===== src/rtl/hazard_controller.sv =====
// Hazard and sequencing controller for the 5-stage MIPS pipeline: load-use stalls,
// taken-branch flushes, mult/div interlock and a saturating stall-bubble counter.
module hazard_controller #(
  parameter int MD_LATENCY = 4
) (
  input  logic        Clk,
  input  logic        Reset,
  input  logic [4:0]  ID_rs,
  input  logic [4:0]  ID_rt,
  input  logic        ID_usesRt,
  input  logic        ID_isMD,
  input  logic        ID_readsHiLo,
  input  logic [1:0]  EX_MemRead,
  input  logic [4:0]  EX_writeRegister,
  input  logic        EX_branchTaken,
  output logic        PCWrite,
  output logic        IF_ID_Write,
  output logic        IF_ID_Flush,
  output logic        ID_EX_Flush,
  output logic        MD_start,
  output logic        MD_busy,
  output logic [15:0] stallCycles
);

  localparam int CW = $clog2(MD_LATENCY);
  localparam logic [CW-1:0] CountLoad = CW'(MD_LATENCY - 1);

  typedef enum logic [0:0] {
    ST_RUN     = 1'b0,
    ST_MD_BUSY = 1'b1
  } state_e;

  state_e         state_q, state_d;
  logic [CW-1:0]  md_count_q, md_count_d;
  logic [15:0]    stall_cnt_q, stall_cnt_d;
  logic           lu_hazard;
  logic           md_hazard;
  logic           stall;

  assign MD_busy     = (state_q == ST_MD_BUSY);
  assign stallCycles = stall_cnt_q;

  assign lu_hazard = (EX_MemRead != 2'b00) && (EX_writeRegister != 5'd0) &&
                     ((EX_writeRegister == ID_rs) ||
                      (ID_usesRt && (EX_writeRegister == ID_rt)));
  assign md_hazard = MD_busy && (ID_isMD || ID_readsHiLo);
  // A taken branch squashes the ID instruction, so its hazards are irrelevant.
  assign stall     = (lu_hazard || md_hazard) && !EX_branchTaken;

  always_comb begin
    PCWrite     = 1'b1;
    IF_ID_Write = 1'b1;
    IF_ID_Flush = 1'b0;
    ID_EX_Flush = 1'b0;
    MD_start    = 1'b0;
    if (Reset) begin
      PCWrite     = 1'b0;
      IF_ID_Write = 1'b0;
      IF_ID_Flush = 1'b1;
      ID_EX_Flush = 1'b1;
    end else if (EX_branchTaken) begin
      IF_ID_Flush = 1'b1;
      ID_EX_Flush = 1'b1;
    end else if (stall) begin
      PCWrite     = 1'b0;
      IF_ID_Write = 1'b0;
      ID_EX_Flush = 1'b1;
    end else begin
      MD_start = ID_isMD && (state_q == ST_RUN);
    end
  end

  always_comb begin
    state_d     = state_q;
    md_count_d  = md_count_q;
    stall_cnt_d = stall_cnt_q;
    case (state_q)
      ST_RUN: begin
        if (MD_start) begin
          state_d    = ST_MD_BUSY;
          md_count_d = CountLoad;
        end else begin
          state_d = ST_RUN;
        end
      end
      // Branches never abort the unit: the mult/div is older and architectural.
      ST_MD_BUSY: begin
        if (md_count_q != '0) begin
          md_count_d = md_count_q - CW'(1);
        end else begin
          state_d = ST_RUN;
        end
      end
      default: begin
        state_d    = ST_RUN;
        md_count_d = '0;
      end
    endcase
    if (stall && (stall_cnt_q != 16'hFFFF)) begin
      stall_cnt_d = stall_cnt_q + 16'd1;
    end else begin
      stall_cnt_d = stall_cnt_q;
    end
  end

  always_ff @(posedge Clk) begin
    if (Reset) begin
      state_q     <= ST_RUN;
      md_count_q  <= '0;
      stall_cnt_q <= 16'd0;
    end else begin
      state_q     <= state_d;
      md_count_q  <= md_count_d;
      stall_cnt_q <= stall_cnt_d;
    end
  end

endmodule

===== config.mk =====
export PLATFORM = sky130hd
export DESIGN_NAME = hazard_controller
export DESIGN_NICKNAME = d
export VERILOG_FILES = /design/src/rtl/hazard_controller.sv
export SDC_FILE = /design/constraint.sdc
export NUM_CORES = 1
export LEC_CHECK = 0
export CAP_MARGIN = 20
export CORE_UTILIZATION = 47
export DETAILED_ROUTE_END_ITERATION = 8
export GPL_TIMING_DRIVEN = 0
export PLACE_DENSITY = 0.85
export REMOVE_ABC_BUFFERS = 1
export SYNTH_ARGS = -nofsm -noshare
export SYNTH_HDL_FRONTEND = slang
export SYNTH_SLANG_ARGS = --single-unit

===== constraint.sdc =====
create_clock -name Clk -period 4.4 [get_ports Clk]
set_input_delay 0.66 -clock Clk [delete_from_list [all_inputs] [get_ports Clk]]
set_output_delay 0.66 -clock Clk [all_outputs]
set_load 0.01 [all_outputs]

; After elaboration in Yosys (flattened, before gate mapping)
; Cells that the tools add are included.
; W data, S select, Z words.
[word_totals]
output_inout_bits = 22
register_bits = 19
wordCells = 43
in_bits = 23
[op_classes]
n_addsub = 2
n_reduce_logical = 15
muxes = 17
n_bitwise = 1
eq_ne = 5
[op_table]
columns = operator, count
row1 = $add A16 B1 Y16 const B, 1
row2 = $ne A16 B16 Y1 const B, 1
row3 = $mux W1, 13
row4 = $eq A5 B5 Y1, 2
row5 = $logic_and A1 B1 Y1, 7
row6 = $reduce_bool A5 Y1, 1
row7 = $mux W2, 2
row8 = $pmux W2 S2, 1
row9 = $reduce_bool A2 Y1, 2
row10 = $logic_or A1 B1 Y1, 3
row11 = $ne A2 B1 Y1 const B, 1
row12 = $ne A2 B2 Y1 const B, 1
row13 = $pmux W1 S2, 1
row14 = $reduce_and A2 Y1, 1
row15 = $sub A2 B1 Y2 const B, 1
row16 = $logic_not A1 Y1, 1
row17 = $not A1 Y1, 1

; Depth between registers and ports, before layout
; Gate-level depths: netlist (run 1).
[depth]
depth_word = 11
ltp_mapped = 8
ltp_nobuf = 7

; Worst setup path after synthesis (run 1)
; OpenSTA, ideal clock, no wires.
[synth_timing]
path_kind = input port to output port
start = input port EX_writeRegister[1]
end = output port PCWrite
setup_slack_ns = 1.632
t_required_ns = 3.740
cell_stages = 7
path_buffers = 2
t_arrival_ns = 2.108
path_cell_list = or4_1 -> o22a_1 -> a21boi_2 -> buf_4 -> nor2_1 -> nor2_1 -> buf_4
[synth_via]
elab_chain_cells = 9
word_cells_on_any_way = 12
cone_classes = eq/ne: 2 / mux: 3 / reduce/logical: 7
[synth_lines]
columns = item, line_no
row1 = "start, declared", 14  ; input logic [4:0] EX_writeRegister,
row2 = $eq A5 B5 Y1, 45  ; (ID_usesRt && (EX_writeRegister == ID_rt)));
row3 = $logic_and A1 B1 Y1, 45
row4 = $logic_or A1 B1 Y1, 44  ; ((EX_writeRegister == ID_rs) ||
row5 = $logic_and A1 B1 Y1 *, 43  ; assign lu_hazard = (EX_MemRead != 2'b00) && (EX_writeRegister != 5'd0) &&
row6 = $logic_or A1 B1 Y1 *, 48  ; assign stall = (lu_hazard || md_hazard) && !EX_branchTaken;
row7 = $logic_and A1 B1 Y1 *, 48
row8 = $mux W1 * (3 in series), --
row9 = "end, declared", 16  ; output logic PCWrite,
; Every way passes the cells marked *; elsewhere a longest branch is shown, timed or not.

; Worst setup path after layout (run 1)
[layout_timing]
start = input port EX_writeRegister[1]
end = output port PCWrite
[layout_via]
elab_chain_cells = 9
word_cells_on_any_way = 12
cone_classes = eq/ne: 2 / mux: 3 / reduce/logical: 7
[layout_lines]
columns = item, line_no
row1 = $eq A5 B5 Y1, 45
row2 = $logic_and A1 B1 Y1, 45
row3 = $logic_or A1 B1 Y1, 44
row4 = $logic_and A1 B1 Y1 *, 43
row5 = $logic_or A1 B1 Y1 *, 48
row6 = $logic_and A1 B1 Y1 *, 48
row7 = $mux W1 *, 64  ; end else if (stall) begin
row8 = $mux W1 *, 61  ; end else if (EX_branchTaken) begin
row9 = $mux W1 *, 56  ; if (Reset) begin
; Marked as above.

==> metrics, run 1 <==
status complete, no violations; Ant. Diodes 0; cells after synthesis around 140; main flop type after synthesis dfxtp_1; Core Rows 17; Req. time, crit path between 3000 and 4000 ps; Setup WS post-layout approximately 610 ps; 1st-pass router iterations 4; Antenna Nets Post-Route 0; Setup WS pre-CTS ~620 ps; Die H about 52 um; post-synth top area share 32.37%; fmax roughly 0.26 GHz; vias ~1200; RSZ-0062 raised after global routing no; clk sink count 19; Max IR drop VDD around 220 uV; wirelength, routed 2808 um; most frequent cells in the layout clkdlybuf4s50_1 (44), dfxtp_1 (19), a21oi_1 (16); Seq. cell area around 380 um2; P&R area growth vs syn 38.34%; WL/cell about 14 um; layout cells sized above 1 under 10%; die area ~2700 um2; Initial DRC Count 29; setup_tns 0 ps; placed inst area roughly 1600 um2; FFs w/ async S/R, synth 0%; Post-synth EDFFs 0; largest fanout on the critical path 12; Slew @ Worst Pin around 740 ps; post-synthesis sequential area ratio around a third; Multi-input gate area slightly above 700 um2; # placed instances between 200 and 250; total global-route track usage around 22%; Setup Skew around 5.8 ps; min-delay worst type reg2reg; largest net degree at the start of global routing 23; post-CTS sizing 0; Via density slightly below 6; global-route wire length before repair 4443 um; clock root cell clkbuf_4; # port buffers 44; final instance area about 1600 um2; detailed placement HPWL about 2100 um; vias in the first global route between 1000 and 1500; Seq cells post-synth 19; GRT overflow 0; Arr. time, crit path ~3100 ps; critical path class in2out; final net count 205; Yosys top cell by area dfxtp_1; Synth Area per Inst between 8 and 9 um2; most common cell after layout, fill and taps aside clkdlybuf4s50_1; hold_ws just over 500 ps; total CTS buffers 3; core area approximately 2300 um2; initial core utilization approximately half; H-tree levels 1; Setup Buffers After CTS 0; RD Place Congestion between 0.7 and 0.8; Netlist Area Pre-Place approximately 1200 um2; max-slew violation count 0; Syn. warnings 0; Fillers between 150 and 200; die width about 52 um; Max-Cap Viols 0; Hold Buf Count CTS 0; initial antenna violation count 0; Yosys cell types 38; Clk Latency, worst-skew pair 300 ps; Pwr Density roughly 200 nW/um2; Leakage Power 0.5196 nW; final hold viol count 0; Non-Filler Instances between 200 and 250; CP Capture Type output pin; Setup violations, final 0; Max Root-Sink Buffers 2; drt drc 0; clock slew at reported path FFs around 110 ps; Final Critical Period ~3800 ps; CTS tree built; ranking of synthesized cells by area dfxtp_1 (32%), xnor2_1 (8.2%), a21oi_1 (6.8%); IO Count between 40 and 50; Max-Slew Margin vs Limit between 50% and 60%; final period utilization 86.03%; Worst Setup Start Kind primary input
==> critical path, cell delays in order <==
cell,delay [ps]
clkdlybuf4s50_1,460
or4_1,590
o22a_1,210
a21boi_2,440
nor2_1,80
nor2_1,130
clkdlybuf4s50_1,560
==> state kept, by name (all words and copies together) (netlist names) <==
signal / flops
MD_busy: 1
stallCycles: 16
md_count_q: 2
==> worst paths after layout <==
check / start / to / slack, ps / depth (start not counted)
max reg2reg: stallCycles[0] / stallCycles[14] / 2060 / 7
min: stallCycles[15] / stallCycles[15] / 500 / 2
max: EX_writeRegister[1] / PCWrite / 610 / 7
min reg2reg: stallCycles[15] / stallCycles[15] / 500 / 2
==> layer usage <==
layer  wire, um  vias up  GRT usage [%]
met5          0        -              0
met4         30        0          8.108
met3        246        6          4.678
met2       1337       51          39.10
met1       1193      560          24.87
li1           -      596              -
==> final cells by class <==
class | instances | area share [%]
Multi-Input combinational cell | 107 | 44.50
Timing Repair Buffer | 44 | 27.10
Sequential cell | 19 | 23.40
Tap cell | 28 | 2.156
Clock buffer | 3 | 1.386
Inverter | 5 | 1.155
Clock inverter | 1 | 0.3079
==> report_power, final <==
group	total [mW]	switching (mW)	internal (mW)
registers	0.176	0.00174	0.174
logic	0.0627	0.0269	0.0358
clock network	0.0903	0.0564	0.0339
total	0.329	0.0850	0.244
==> Yosys cell counts, types with 2 or more instances <==
cell     instances
nand3_1         10
xnor2_1         11
o21ai_0          6
buf_4            2
o22ai_1          2
a21oi_1         16
inv_1            5
nor2_1           6
and4_4           2
nand2_1          9
or3_1            4
nand4_1          2
xor2_1           2
or4_1            9
ha_1             2
dfxtp_1         19
nor2b_1          2
o31ai_1          8
==> kinds of logic after synthesis <==
group           after synthesis  share of synthesized area, %
flops                        19                         32.37
compound gates               37                         20.34
xor+xnor                     13                         9.691
simple gates                 53                         27.26
mux                           2                         2.130
buf+inv                      11                         6.070
fa+ha+maj                     2                         2.130
==> stage by stage <==
step                total power, mW  utilization (%)
finish                       0.3287            71.41
global route                 0.3419            71.41
CTS                          0.3314            71.41
detailed placement           0.2423            70.20
global placement             0.2410            70.20
floorplan                    0.2044                -
Note: power is estimated with default switching activity, not from simulation.
==> run 2, diff against run 1 <==
CORE_UTILIZATION = 43   (was 47)
PLACE_DENSITY = 0.79   (was 0.85)
clock period = 4.15 ns   (was 4.4 ns; I/O delays follow)
==> metrics, run 2 (synthesis results as in run 1) <==
initial antenna violation count 0; Setup Skew about 1.5 ps; combinational power share between 10% and 20%; clock slew at reported path FFs around 110 ps; final hold viol count 0; critical path class in2out; Arr. time, crit path between 3000 and 4000 ps; RD Place Congestion between 0.6 and 0.7; RR Endpoint stallCycles[14]; Setup Buffers After CTS 0; CTS tree built; setup_tns 0 ps; vias 1185; die area approximately 2900 um2; IO Count 45; Clk Latency, worst-skew pair 300 ps; Max Root-Sink Buffers 2; clk sink count 19; Leakage Power 0.5196 nW; Ant. Diodes 0; hold path start stallCycles[15]; Worst path slowest cell clkdlybuf4s50_1; drt drc 0; Final Critical Period ~3700 ps; delay-heaviest family, CP buffers and inverters; max-slew violation count 0; GRT overflow 0; initial core utilization 46.58%; Core Util, Final ~65%; Max-Slew Margin vs Limit 47.76%; worst stage delay on the critical path roughly 570 ps; status complete, no violations; Slew @ Worst Pin ~780 ps; largest fanout on the critical path 12; total CTS buffers 3; Pwr Density about 210 nW/um2; hold path endpoint stallCycles[15]; # port buffers 44; Multi-input gate area between 700 and 800 um2; cells on worst reg2reg path 7; global-route wire length before repair about 4300 um; internal cell power ~0.26 mW; Core Rows 18; most common cell after layout, fill and taps aside clkdlybuf4s50_1; Sw Pwr roughly 0.09 mW; WL/cell 13.61 um; final net count about 200; min-delay worst type reg2reg; Worst Setup Start Kind primary input; Max IR drop VDD 216.0 uV; Seq pwr share ~53%; Initial DRC Count 18; Antenna Nets Post-Route 0; worst hold path stage count 2; CP startpoint EX_writeRegister[2]; clock root cell clkbuf_4; most frequent cells in the layout clkdlybuf4s50_1 (44), dfxtp_1 (19), a21oi_1 (16); die width 54.27 um; detailed placement HPWL 2109 um; Cell Chain, Critical Path clkdlybuf4s50_1 -> or4_1 -> o22a_1 -> a21boi_2 -> nor2_1 -> nor2_1 -> clkdlybuf4s50_1; largest net degree at the start of global routing 23; CP Buf/Inv Count 2; switch share between 20% and 30%; vias in the first global route slightly above 1000; Via density around 5.7; core area approximately 2500 um2; fmax ~0.27 GHz; Hold Buf Count CTS 0; H-tree levels 1; Fillers roughly 220; RSZ-0062 raised after global routing no; 1st-pass router iterations 4; max reg flops 16; r2r startpoint stallCycles[0]; final period utilization between 80% and 90%; total global-route track usage between 20 and 25%; Req. time, crit path roughly 3500 ps; R2R setup slack around 1900 ps; Max-Cap Viols 0; layout cells sized above 1 under 10%; P&R area growth vs syn 38.55%; wirelength, routed around 2800 um; Setup violations, final 0; clock share of power 27.4%; Die H between 50 and 60 um; CP Capture Type output pin; Seq. cell area roughly 380 um2; post-CTS sizing 0
[run 2: final cells by class]
class                           instances  area share [%]
Timing Repair Buffer                   44           27.06
Clock inverter                          1          0.3075
Tap cell                               30           2.306
Multi-Input combinational cell        107           44.43
Clock buffer                            3           1.384
Sequential cell                        19           23.37
Inverter                                5           1.153
[run 2: worst max path at each step]
stage,cells past startpoint,end
final,7,PCWrite
after global routing,7,PCWrite
after CTS,7,PCWrite
after detailed placement,7,PCWrite
after global placement,7,PCWrite
after floorplan,5,IF_ID_Write
[run 2: metal layers]
metal | wire [um] | up-vias | track usage [%] | part of all wire, %
met5 | 0 | - | 0 | 0
met4 | 23 | 0 | 6.410 | 0.81
met3 | 271 | 4 | 2.778 | 9.5
met2 | 1407 | 49 | 36.59 | 49
met1 | 1142 | 532 | 23.98 | 40
li1 | - | 600 | - | -
[run 2: per-stage QoR]
stage / std cells / hold slack (ps) / area, um2 / total power [mW] / worst slack (ps)
after detailed placement: 205 / 493.4 / 1600 / 0.2575 / 472.8
after floorplan: 131 / 498.1 / 1122 / 0.2168 / 1488
after global routing: 209 / 536.8 / 1628 / 0.3636 / 301.0
after CTS: 209 / 512.9 / 1628 / 0.3516 / 443.3
final: 209 / 508.9 / 1628 / 0.3487 / 452.6
after global placement: 205 / 477.4 / 1600 / 0.2556 / 490.1
[run 2: worst reg2reg max path, delay by kind of cell, from the launching register on]
family          cells  cell delay, ps
fa+ha+maj           1             280
flops               1             380
simple gates        4            1130
compound gates      2             440
[run 2: power by group through the flow]
stage	logic, mW	registers, mW	clock network (mW)
floorplan	0.0263	0.190	0
global placement	0.0653	0.190	0
detailed placement	0.0671	0.190	0
CTS	0.0677	0.186	0.0975
global route	0.0732	0.187	0.104
finish	0.0671	0.186	0.0954
==> run 3, diff against run 2 <==
CORE_UTILIZATION = 45   (was 43)
CTS_BUF_LIST = sky130_fd_sc_hd__clkbuf_8   (was not set)
PLACE_DENSITY = 0.82   (was 0.79)
==> metrics, run 3 (synthesis results as in run 1) <==
# port buffers 44; Non-Filler Instances roughly 210; Sw Pwr between 0.08 and 0.09 mW; RD Place Congestion 0.7220; Hold Buf Count CTS 0; core area ~2500 um2; Max Root-Sink Buffers 2; P&R area growth vs syn 40.04%; largest fanout on the critical path 12; CP Capture Type output pin; Worst Setup Start Kind primary input; GRT overflow 0; Setup Skew between 1 and 1.5 ps; Setup violations, final 0; Die H 53.10 um; max reg flops 16; total power between 0.3 and 0.4 mW; total CTS buffers 3; Core Rows 18; combinational power share 17.9%; 1st-pass router iterations 4; fmax 0.2686 GHz; critical path class in2out; clock root cell clkbuf_8; global-route wire length before repair 4726 um; Max-Cap Viols 0; Seq pwr share about 50%; H-tree levels 1; switch share approximately a quarter; Leakage Power roughly 0.53 nW; # placed instances roughly 210; layout cells sized above 1 7.821%; Setup WS post-layout roughly 430 ps; CTS tree built; die area ~2800 um2; clk sink count 19; post-CTS sizing 0; most common cell after layout, fill and taps aside clkdlybuf4s50_1; IO Count 45; Slew @ Worst Pin between 700 and 800 ps; Ant. Diodes 0; wirelength, routed between 2000 and 3000 um; Via density between 5 and 6; setup_tns 0 ps; final net count between 200 and 250; initial antenna violation count 0; Antenna Nets Post-Route 0; RSZ-0062 raised after global routing no; Fillers ~220; die width 53.10 um; Max IR drop VDD approximately 240 uV; vias approximately 1200; largest net degree at the start of global routing 23; Clk Latency, worst-skew pair between 200 and 300 ps; Max-Slew Margin vs Limit 48.12%; detailed placement HPWL approximately 2200 um; Setup WS pre-CTS about 430 ps; Pwr Density around 230 nW/um2; max-slew violation count 0; clock share of power between 30% and 40%; drt drc 0; final hold viol count 0; clock slew at reported path FFs roughly 70 ps; Final Critical Period 3723 ps; final period utilization 89.72%; internal cell power between 0.2 and 0.3 mW; total global-route track usage between 20% and 30%; WL/cell approximately 14 um; min-delay worst type reg2reg; Initial DRC Count 19; vias in the first global route about 1100; Setup Buffers After CTS 0; status complete, no violations; Req. time, crit path between 3000 and 4000 ps; initial core utilization 47.42%; most frequent cells in the layout clkdlybuf4s50_1 (44), dfxtp_1 (19), a21oi_1 (16); Arr. time, crit path about 3100 ps
[run 3: power groups by stage]
stage	registers [mW]	clock network, mW	logic [mW]
after global routing	0.187	0.134	0.0735
final	0.186	0.123	0.0673
after floorplan	0.190	0	0.0263
after CTS	0.186	0.126	0.0677
after global placement	0.190	0	0.0652
after detailed placement	0.191	0	0.0669
[run 3: final timing paths]
kind                       startpoint               to  slack, ps  cells past startpoint
setup / recovery  EX_writeRegister[1]          PCWrite        430                      7
hold / removal        stallCycles[15]  stallCycles[15]        490                      2
setup reg to reg       stallCycles[0]  stallCycles[14]       1820                      7
hold reg to reg       stallCycles[15]  stallCycles[15]        490                      2
[run 3: final cells by class]
type / count / area, um2 / area share (%)
Timing Repair Buffer: 44 / 440.4 / 26.77
Multi-Input combinational cell: 107 / 723.2 / 43.95
Inverter: 5 / 18.77 / 1.141
Tap cell: 30 / 37.54 / 2.281
Sequential cell: 19 / 380.4 / 23.12
Clock inverter: 1 / 3.754 / 0.2281
Clock buffer: 3 / 41.29 / 2.510
[run 3: worst max-delay path, stage by stage]
cell and delay [ps]:
clkdlybuf4s50_1 480, or4_1 580, o22a_1 210, a21boi_2 430, nor2_1 70, nor2_1 130
clkdlybuf4s50_1 570
[run 3: through the flow]
| step | hold WS [ps] | utilization [%] | cell area [um2] |
|---|---|---|---|
| 4_1_cts | 496.1 | 66.41 | 1645 |
| 6_report | 493.5 | 66.41 | 1645 |
| 3_5_place_dp | 483.0 | 64.60 | 1600 |
| 3_3_place_gp | 477.4 | 64.60 | 1600 |
| 2_1_floorplan | 498.1 | - | 1122 |
| 5_1_grt | 538.3 | 66.41 | 1645 |
[run 3: routing by layer]
layer / part of all wire, % / vias up / routed length [um] / GRT usage [%]
li1: - / 599 / - / -
met2: 51 / 41 / 1513 / 44.09
met1: 39 / 562 / 1168 / 23.78
met4: 1.4 / 0 / 42 / 8.772
met5: 0 / - / 0 / 0
met3: 8.4 / 8 / 251 / 4.885
